## src/rtl/pipe_stage_hs.sv

```systemverilog
// Handshaked pipeline register between two core stages: valid/ready, optional
// 2-entry skid buffer (registered in_ready), flush, and per-stage perf counters.
module pipe_stage_hs #(
   parameter int DATA_W = 64,
   parameter int SKID   = 1,
   parameter int CNT_W  = 32
) (
   input  logic              clk,
   input  logic              rst,
   input  logic              in_valid,
   output logic              in_ready,
   input  logic [DATA_W-1:0] in_data,
   output logic              out_valid,
   input  logic              out_ready,
   output logic [DATA_W-1:0] out_data,
   input  logic              flush,
   output logic [CNT_W-1:0]  xfer_cnt,
   output logic [CNT_W-1:0]  stall_cnt,
   output logic [CNT_W-1:0]  bubble_cnt
);

   // Handshake: a beat moves when valid & ready are both high at posedge.
   // A producer holds valid and data stable until it sees ready.
   typedef enum logic [1:0] {
      ST_EMPTY = 2'd0,
      ST_FULL  = 2'd1,
      ST_SKIDF = 2'd2
   } state_t;

   logic w_in_fire;
   logic w_out_fire;

   logic [CNT_W-1:0] r_xfer_cnt;
   logic [CNT_W-1:0] r_stall_cnt;
   logic [CNT_W-1:0] r_bubble_cnt;

   assign w_in_fire  = in_valid & in_ready;
   assign w_out_fire = out_valid & out_ready;

   if (SKID != 0) begin : g_skid
      state_t            r_state;
      state_t            w_next_state;
      logic [DATA_W-1:0] r_main;
      logic [DATA_W-1:0] r_skid;
      logic              r_in_ready;
      logic              w_load_main;
      logic              w_main_from_skid;
      logic              w_load_skid;

      always_ff @(posedge clk) begin
         if (rst) begin
            r_state    <= ST_EMPTY;
            r_in_ready <= 1'b1;
         end else begin
            r_state    <= w_next_state;
            r_in_ready <= (w_next_state != ST_SKIDF);
         end
      end

      // Flush empties the stage; any in_fire in that cycle is dropped.
      always_comb begin
         w_next_state     = r_state;
         w_load_main      = 1'b0;
         w_main_from_skid = 1'b0;
         w_load_skid      = 1'b0;
         if (flush) begin
            w_next_state = ST_EMPTY;
         end else begin
            case (r_state)
               ST_EMPTY: begin
                  if (w_in_fire) begin
                     w_next_state = ST_FULL;
                     w_load_main  = 1'b1;
                  end
               end
               ST_FULL: begin
                  if (w_in_fire && w_out_fire) begin
                     w_load_main = 1'b1;
                  end else if (w_in_fire) begin
                     w_next_state = ST_SKIDF;
                     w_load_skid  = 1'b1;
                  end else if (w_out_fire) begin
                     w_next_state = ST_EMPTY;
                  end
               end
               ST_SKIDF: begin
                  if (w_out_fire) begin
                     w_next_state     = ST_FULL;
                     w_main_from_skid = 1'b1;
                  end
               end
               default: w_next_state = ST_EMPTY;
            endcase
         end
      end

      always_comb begin
         out_valid = (r_state != ST_EMPTY);
         out_data  = r_main;
         in_ready  = r_in_ready;
      end

      always_ff @(posedge clk) begin
         if (rst) begin
            r_main <= '0;
            r_skid <= '0;
         end else begin
            if (w_load_main) begin
               r_main <= in_data;
            end else if (w_main_from_skid) begin
               r_main <= r_skid;
            end
            if (w_load_skid) begin
               r_skid <= in_data;
            end
         end
      end
   end else begin : g_noskid
      logic              r_valid;
      logic [DATA_W-1:0] r_main;

      // Ready looks through to the downstream so a draining stage can refill.
      assign in_ready  = ~r_valid | out_ready;
      assign out_valid = r_valid;
      assign out_data  = r_main;

      always_ff @(posedge clk) begin
         if (rst) begin
            r_valid <= 1'b0;
            r_main  <= '0;
         end else if (flush) begin
            r_valid <= 1'b0;
         end else if (w_in_fire) begin
            r_valid <= 1'b1;
            r_main  <= in_data;
         end else if (w_out_fire) begin
            r_valid <= 1'b0;
         end
      end
   end

   always_ff @(posedge clk) begin
      if (rst) begin
         r_xfer_cnt   <= '0;
         r_stall_cnt  <= '0;
         r_bubble_cnt <= '0;
      end else begin
         if (out_valid && out_ready) begin
            r_xfer_cnt <= r_xfer_cnt + CNT_W'(1);
         end
         if (out_valid && !out_ready) begin
            r_stall_cnt <= r_stall_cnt + CNT_W'(1);
         end
         if (!out_valid && out_ready) begin
            r_bubble_cnt <= r_bubble_cnt + CNT_W'(1);
         end
      end
   end

   assign xfer_cnt   = r_xfer_cnt;
   assign stall_cnt  = r_stall_cnt;
   assign bubble_cnt = r_bubble_cnt;

endmodule

```

## config.mk

```make
export PLATFORM = sky130hd
export DESIGN_NAME = pipe_stage_hs
export DESIGN_NICKNAME = d
export VERILOG_FILES = /design/src/rtl/pipe_stage_hs.sv
export SDC_FILE = /design/constraint.sdc
export NUM_CORES = 1
export LEC_CHECK = 0
export BUFFER_PORTS_ARGS = -buffer_cell sky130_fd_sc_hd__buf_2
export CAP_MARGIN = 20
export CORE_MARGIN = 4
export CORE_UTILIZATION = 35
export CTS_CLUSTER_DIAMETER = 200
export DETAILED_ROUTE_END_ITERATION = 7
export HOLD_SLACK_MARGIN = 0.02
export PLACE_DENSITY = 0.53
export SETUP_SLACK_MARGIN = 0.1
export SLEW_MARGIN = 40
export SYNTH_ARGS = -nofsm -noshare
export SYNTH_HDL_FRONTEND = slang
export SYNTH_SLANG_ARGS = --single-unit
```

## constraint.sdc

```tcl
create_clock -name clk -period 2.55 [get_ports clk]
set_input_delay 0.6375 -clock clk [delete_from_list [all_inputs] [get_ports clk]]
set_output_delay 0.6375 -clock clk [all_outputs]
set_load 0.1 [all_outputs]
```

==> impl_metrics.tcl, run 1 <==
set metrics [dict create \
    cp_max_fo 7 \
    fin_worst_skew_ns 0.0170 \
    clock.fmax_ghz 0.434 \
    status "finished clean" \
    hold_path_class "input pin to register" \
    syn_nets 1210 \
    layout-drive-gt1-share 0.273 \
    yosys.cell_types.count 40 \
    ys_seq_elements 227 \
    final_nets 1414 \
    clk_path_buf_depth 3 \
    max-vdd-ir-drop_v 0.000405 \
    hold_viol 0 \
    yosysTopAreaCellShare 0.465 \
    finalCritPeriodShare 0.904 \
    post-route-drc-count 0 \
    crit_path_start_kind "register" \
    wl_per_cell_um 15.5 \
    die_h_um 175 \
    synth-simple-area-share 0.229 \
    cp.arrival_ns 1.67 \
    yosys-top-cells-area "dfxtp_1, mux2i_1, nand2_1" \
    power.density_mw_per_mm2 693 \
    slew_viol_final 0 \
    drtIter0Drc 482 \
    initial_core_util 0.359 \
    synth_cells 1138 \
    muxShareOfSynthArea 0.0875 \
    slew_headroom 0.471 \
    grt_antenna_before_repair 1 \
    syn2layout_area_growth_pct 26.8 \
    die_area_mm2 0.0306 \
    p_total_mw 8.58 \
    whs_ns 0.353 \
    routed_wl_um 26900 \
    drt_first_pass_iters 4 \
    postCtsSetupRepairBufs 0 \
    synth.avg_cell_area_um2 8.58 \
    root_buffer "clkbuf_16" \
    crit_path_end_kind "primary output" \
    grt_max_degree 129 \
    setup_viol 0 \
    path_class "register to primary output" \
    ant_nets 0 \
    vias 8831 \
    grtUsageTotal 0.168 \
    place_inst 1685 \
    dp_hpwl_um 18000 \
    max_cap_viol_count 0 \
    dp_slack_ns 0.134 \
    fin_crit_ns 2.30 \
    worst_slack_ns 0.246 \
    seq_area_frac_synth 0.465 \
    cts.sinks 227 \
    vias_per_cell 5.10 \
    syn_area_mm2 0.00976 \
    synth_compound_area_frac 0.147 \
    tightest_slew_ns 0.793 \
    cts_inserted_buffers 27 \
    p_leak_nw 4.69 \
    htreeDepth 1 \
    numPortBuffers 230 \
    n_fill_cell 2700 \
    gp_congestion 0.763 \
    synth_top_family_by_area "simple AND/OR/NAND/NOR gates" \
    yosysWarnings 0 \
    die_w_um 175 \
    clkTransAtPathRegs_ns 0.06 \
    rsz0062_at_grt "no" \
    finalSetupTns_ns 0 \
    synthAdderAreaFrac 0.00384 \
    core_mm2 0.0272 \
    grt_pass1_wl_um 44200 \
    pin_count 231 \
    clock_latency_ns 0.53 \
    yosysTopAreaCell "dfxtp_1" \
    overflow 0 \
    cp.required_ns 1.91 \
    cts_tree "built" \
    rows 60 \
    synth-xor-area-share 0.0251 \
    cts_hold_buf 0 \
    stdcell_count 1733 \
    grt_pass1_vias 8278 \
]
-- path summary, 6_finish.rpt --
| check | startpoint | to | slack (ns) | cells past startpoint |
|---|---|---|---|---|
| hold reg to reg | g_skid.r_skid[52] | g_skid.r_skid[52] | 0.45 | 2 |
| setup reg to reg | xfer_cnt[13] | xfer_cnt[30] | 0.45 | 5 |
| hold / removal | in_data[59] | g_skid.r_skid[59] | 0.35 | 3 |
| setup / recovery | g_skid.r_state[0] | out_valid | 0.25 | 4 |
-- placed cells by master (no fill, tap or decap), types with 10 or more instances in the layout --
cell	n
a211oi_1	64
a21oi_1	115
and4_1	10
buf_2	228
buf_4	22
clkbuf_16	27
dfxtp_1	188
dfxtp_2	39
inv_1	18
mux2_2	19
mux2i_1	64
nand2_1	163
nand3_1	28
nand4_1	27
nor2_1	114
nor2b_1	19
nor4_1	18
o21ai_0	17
o31ai_1	30
or3_1	16
or4_1	37
xnor2_1	12
xor2_1	16
-- timing repair --
action,4_1_cts,5_1_grt
gates resized for setup,2,2
endpoints found under the setup margin,1,1
hold endpoints to repair,0,0
-- synth_stat cells (all sizes together) --
cell / count
dfxtp: 227
nand2: 163
a21oi: 115
nor2: 115
clkbuf: 72
a211oi: 64
mux2i: 64
or4: 38
o31ai: 30
nand3: 28
nand4: 28
mux2: 19
nor2b: 19
nor4: 19
inv: 18
o21ai: 17
or3: 16
xor2: 16
buf: 14
xnor2: 12
and4: 10
nor3: 9
and2: 4
and3: 4
ha: 3
o211a: 2
or2: 2
or4b: 2
a2bb2oi: 1
and4b: 1
and4bb: 1
nand2b: 1
o2111ai: 1
o211ai: 1
o21ba: 1
o41ai: 1
-- flip-flops by register name, indices dropped and copies added, names as in the netlist --
| register | count |
|---|---|
| bubble_cnt | 32 |
| g_skid.r_skid | 64 |
| stall_cnt | 32 |
| in_ready | 1 |
| xfer_cnt | 32 |
| out_data | 64 |
| g_skid.r_state | 2 |
-- cells by family after synthesis --
logic type,Yosys count
mux,83
compound gates,233
simple gates,460
flops,227
fa+ha+maj,3
buf+inv,104
xor+xnor,28
-- routing by layer --
layer / vias to the layer above / share of wire / track usage
met3: 31 / 0.060 / 0.0418
met4: 0 / 0.015 / 0.0376
met5: - / 0 / 0
li1: 4478 / - / -
met1: 4114 / 0.48 / 0.237
met2: 208 / 0.44 / 0.261
-- area by class of cell --
class / instances / area [um2] / area share
Multi-Input combinational cell: 807 / 4840 / 0.391
Sequential cell: 227 / 4590 / 0.371
Timing Repair Buffer: 261 / 1510 / 0.122
Clock buffer: 38 / 777 / 0.0628
Tap cell: 372 / 465 / 0.0376
Clock inverter: 9 / 129 / 0.0104
Inverter: 18 / 67.6 / 0.00546
Antenna cell: 1 / 2.50 / 0.000202
-- worst max-delay path: stages, from the launching register on --
cell and delay, ns:
dfxtp_1 0.48, buf_4 0.21, nor2_4 0.06, inv_1 0.13, buf_6 0.25
-- metrics by stage --
stage                      util  cell area, um2
after floorplan               -            9810
after global placement    0.422           11500
after detailed placement  0.422           11500
after CTS                 0.455           12400
after global routing      0.456           12400
final                     0.456           12400
-- report_power, final --
part	switching, mW	leakage (nW)	internal, mW
combinational	0.804	2.39	0.194
clock	1.48	0.441	2.41
sequential	0.0548	1.86	3.63
(Power assumes the default switching activity.)
==> inputs of run 2 (changes only) <==
GPL_TIMING_DRIVEN = 0   (was unset)
==> impl_metrics.tcl, run 2 (synthesis gave the netlist of run 1 again) <==
set metrics [dict create \
    status "finished clean" \
    stdcell_count 1787 \
    root_buffer "clkbuf_16" \
    syn2layout_area_growth_pct 25.8 \
    numPortBuffers 229 \
    pin_count 231 \
    power.density_mw_per_mm2 676 \
    die_area_mm2 0.0306 \
    grt_pass1_vias 8840 \
    wl_per_cell_um 16.7 \
    path_class "register to primary output" \
    dpl_cell_area_mm2 0.0114 \
    core_mm2 0.0272 \
    layout-drive-gt1-share 0.247 \
    slowest_stage "dfxtp_2" \
    die_h_um 175 \
    htreeDepth 1 \
    vias 9197 \
    clkTransAtPathRegs_ns 0.06 \
    cp_max_fo 10 \
    rsz0062_at_grt "yes" \
    cts.sinks 227 \
    cts_inserted_buffers 27 \
    vias_per_cell 5.15 \
    final_cell_mix "buf_2, dfxtp_1, nand2_1" \
    drtIter0Drc 504 \
    final_core_util 0.452 \
    initial_core_util 0.359 \
    post-route-drc-count 0 \
    cp.required_ns 1.91 \
    hold_path_class "input pin to register" \
    crit_path_end_kind "primary output" \
    dp_hpwl_um 21400 \
    max_cap_viol_count 0 \
    grt_pass1_wl_um 48100 \
    ant_nets 0 \
    rows 60 \
    clock_latency_ns 0.53 \
    hold_viol 0 \
    crit_path_start_kind "register" \
    final_nets 1468 \
    tightest_slew_ns 0.852 \
    clk_path_buf_depth 3 \
    routed_wl_um 29900 \
    die_w_um 175 \
    slew_viol_final 0 \
    fin_crit_ns 2.29 \
    whs_ns 0.356 \
    slew_headroom 0.432 \
    cts_tree "built" \
    reg2reg_slack_ns 0.27 \
    place_inst 1739 \
    grt_max_degree 14 \
    gp_congestion 0.797 \
    register_area_mm2 0.00459 \
    dp_slack_ns -0.276 \
    path_cells "clkbuf_4 -> nor2_2 -> inv_1 -> buf_6" \
    overflow 0 \
    fin_worst_skew_ns 0.0148 \
    grtUsageTotal 0.188 \
    final_common_cell "buf_2" \
    cp.arrival_ns 1.65 \
    postCtsSetupRepairBufs 0 \
    setup_viol 0 \
    grt_antenna_before_repair 1 \
    final_area_mm2 0.0123 \
    p_leak_nw 4.61 \
    finalCritPeriodShare 0.897 \
    clock.fmax_ghz 0.437 \
    drt_first_pass_iters 4 \
    critPathMaxStageDelay_ns 0.35 \
    n_fill_cell 2776 \
    worst_slack_ns 0.263 \
    multi_input_area_mm2 0.00483 \
    max-vdd-ir-drop_v 0.000385 \
]
==> run 2: path summary, 6_finish.rpt <==
kind,from,end,cells past startpoint
min,in_data[48],g_skid.r_skid[48],3
max reg2reg,xfer_cnt[0],xfer_cnt[28],6
min reg2reg,g_skid.r_skid[41],g_skid.r_skid[41],2
max,g_skid.r_state[1],out_valid,4
==> run 2: what timing repair did <==
action | in CTS | in global routing
endpoints found under the setup margin | 1 | 13
hold buffers | 0 | 0
resized for setup | 3 | 8
==> run 2: routing by layer <==
layer | track usage | part of all wire | up-vias
met1 | 0.257 | 0.46 | 4312
met3 | 0.0413 | 0.067 | 44
met5 | 0 | 0 | -
li1 | - | - | 4579
met2 | 0.299 | 0.45 | 262
met4 | 0.0573 | 0.023 | 0
==> run 2: worst max-delay path, delay by kind of cell (launching register included) <==
family | cells | cell delay, ns
buffers and inverters | 3 | 0.55
flip-flops | 1 | 0.35
AND/OR/NAND/NOR | 1 | 0.21
==> run 2: stage by stage <==
step,power [mW],setup TNS (ns)
after floorplan,4.52,0
after global placement,4.78,-27.70
after detailed placement,4.78,-17.63
after CTS,8.42,0
after global routing,8.63,0
final,8.31,0
==> run 2: area by class of cell <==
class / count / area share
well taps: 372 / 0.0379
clock buffers: 41 / 0.0642
inverters: 18 / 0.00550
plain buffers: 86 / 0.0281
diodes: 1 / 0.000204
flip-flops and latches: 227 / 0.374
clock inverters: 6 / 0.00295
repair buffers: 229 / 0.0938
multi-input cells: 807 / 0.393
==> run 2: where the power goes <==
group | internal, mW | switching (mW) | total (mW)
clock network | 2.11 | 1.49 | 3.61
registers | 3.63 | 0.0506 | 3.68
logic | 0.185 | 0.831 | 1.02
total | 5.93 | 2.38 | 8.31
==> inputs of run 3 (changes only) <==
ABC_AREA = 1   (was unset)
PLACE_DENSITY = 0.52   (was 0.53)
==> impl_metrics.tcl, run 3 <==
set metrics [dict create \
    power.density_mw_per_mm2 704 \
    rows 63 \
    route.top_layer_used "met5" \
    vias 10714 \
    seq_area_frac_synth 0.428 \
    clkTransAtPathRegs_ns 0.06 \
    grt_max_degree 15 \
    cts_tree "built" \
    cts_hold_buf 0 \
    synth_most_common_cell "nor2_1" \
    synth.avg_cell_area_um2 6.60 \
    cp.arrival_ns 1.64 \
    async_reset_ff_frac 0 \
    final_cell_mix "nor2_1, nand2_1, buf_2" \
    hold_viol 0 \
    gp_congestion 0.848 \
    final_nets 1938 \
    hold_path_class "input pin to register" \
    core_mm2 0.0298 \
    yosys-top-cells-area "dfxtp_1, nor2_1, nand2_1" \
    setup_viol 0 \
    cts_resized 0 \
    die_area_mm2 0.0332 \
    drtIter0Drc 568 \
    finalSetupTns_ns 0 \
    final_common_cell "nor2_1" \
    yosys.cell_types.count 31 \
    grt_pass1_vias 10228 \
    clock_latency_ns 0.54 \
    cts_inserted_buffers 27 \
    numPortBuffers 229 \
    drt_first_pass_iters 5 \
    rsz0062_at_grt "no" \
    synth_top_family_by_area "simple AND/OR/NAND/NOR gates" \
    overflow 0 \
    clk_path_buf_depth 3 \
    layout-drive-gt1-share 0.178 \
    root_buffer "clkbuf_16" \
    cts.sinks 227 \
    ys_seq_elements 227 \
    max_cap_viol_count 0 \
    htreeDepth 1 \
    fin_crit_ns 2.27 \
    max-vdd-ir-drop_v 0.000480 \
    synthAdderAreaFrac 0.00354 \
    postCtsSetupRepairBufs 0 \
    synth-xor-area-share 0.00990 \
    wl_met1_um 15200 \
    grt_pass1_wl_um 53400 \
    crit_path_start_kind "register" \
    grt_antenna_before_repair 11 \
    yosysTopAreaCell "dfxtp_1" \
    dp_hpwl_um 24600 \
    whs_ns 0.333 \
    slew_viol_final 0 \
    cp.required_ns 1.91 \
    initial_core_util 0.356 \
    synth_edf_count 0 \
    register_area_mm2 0.00454 \
    p_leak_nw 6.10 \
    grtUsageTotal 0.195 \
    stdcell_count 2277 \
    path_class "register to primary output" \
    cp_max_fo 5 \
    syn_nets 1680 \
    ant_nets 0 \
    crit_path_end_kind "primary output" \
    final_core_util 0.446 \
    place_inst 2227 \
    slew_headroom 0.547 \
    synth_compound_area_frac 0.131 \
    die_h_um 182 \
    fin_worst_skew_ns 0.00701 \
    yosysTopAreaCellShare 0.428 \
    synth_cells 1608 \
    clock.fmax_ghz 0.440 \
    netlist_top_cells_count "nor2_1, nand2_1, dfxtp_1" \
    wl_met2_um 15000 \
    post-route-drc-count 0 \
    multi_input_area_mm2 0.00497 \
    wl_per_cell_um 14.7 \
    yosysWarnings 0 \
    routed_wl_um 33400 \
    antenna_cells 0 \
    syn_area_mm2 0.0106 \
    n_fill_cell 3206 \
    p_total_mw 9.36 \
    status "finished clean" \
    muxShareOfSynthArea 0 \
    pin_count 231 \
    syn2layout_area_growth_pct 25.3 \
    die_w_um 182 \
    dr_wl_met3_um 2510 \
    finalCritPeriodShare 0.892 \
    tightest_slew_ns 0.680 \
    vias_per_cell 4.71 \
    synth_ff_type "dfxtp_1" \
    synth-simple-area-share 0.324 \
]
==> run 3: cell count changes after synthesis, sizes merged, moves of 20 or more <==
cell,delta
a211oi,-64
a21oi,-72
buf,+20
clkbuf,-41
inv,+179
mux2i,-64
nand2,+105
nand3,+47
nor2,+330
o21ai,+202
o31ai,-30
or4,-38
==> run 3: logic make-up (layout without fill, tap and decap cells) <==
logic type / Yosys count / after routing
AOI/OAI and AO/OA: 273 / 273
xor gates and xnor gates: 12 / 12
adders and majority gates: 3 / 3
buffers and inverters: 262 / 541
DFF: 227 / 227
and+or+nand+nor: 831 / 831
==> run 3: area by class of cell <==
cell class | count | area share
plain buffers | 65 | 0.0263
clock inverters | 13 | 0.0213
well taps | 390 | 0.0367
clock buffers | 37 | 0.0574
multi-input cells | 1119 | 0.374
inverters | 197 | 0.0560
repair buffers | 229 | 0.0864
flip-flops and latches | 227 | 0.342
==> run 3: report_power, final <==
part | leakage, nW | switching [mW] | internal, mW
registers | 1.84 | 0.0586 | 3.65
clock network | 0.509 | 1.59 | 2.91
logic | 3.75 | 0.935 | 0.220
==> run 3: worst paths after layout <==
check | endpoint | startpoint | slack, ns | cells after the start
worst max register to register | out_data[10] | g_skid.r_state[1] | 0.67 | 7
worst max-delay path | out_valid | g_skid.r_state[1] | 0.28 | 3
worst min register to register | xfer_cnt[3] | xfer_cnt[3] | 0.49 | 1
worst min-delay path | out_data[41] | in_data[41] | 0.33 | 3
==> run 3: per-layer routing <==
layer | GRT usage | vias up
met4 | 0.0366 | 20
met3 | 0.0568 | 57
li1 | - | 5577
met1 | 0.256 | 4809
met2 | 0.323 | 251
met5 | 0 | -
==> run 3: critical path, cell delays in order (launching register included) <==
cell      delay [ns]
dfxtp_1         0.43
inv_1           0.11
nand2_2         0.16
clkbuf_4        0.37
==> run 3: metrics by stage <==
step | setup slack, ns | cell area [um2]
2_1_floorplan | 0.359 | 10600
3_3_place_gp | 0.0907 | 12200
3_5_place_dp | 0.0683 | 12200
4_1_cts | 0.165 | 13300
5_1_grt | 0.201 | 13300
6_report | 0.275 | 13300
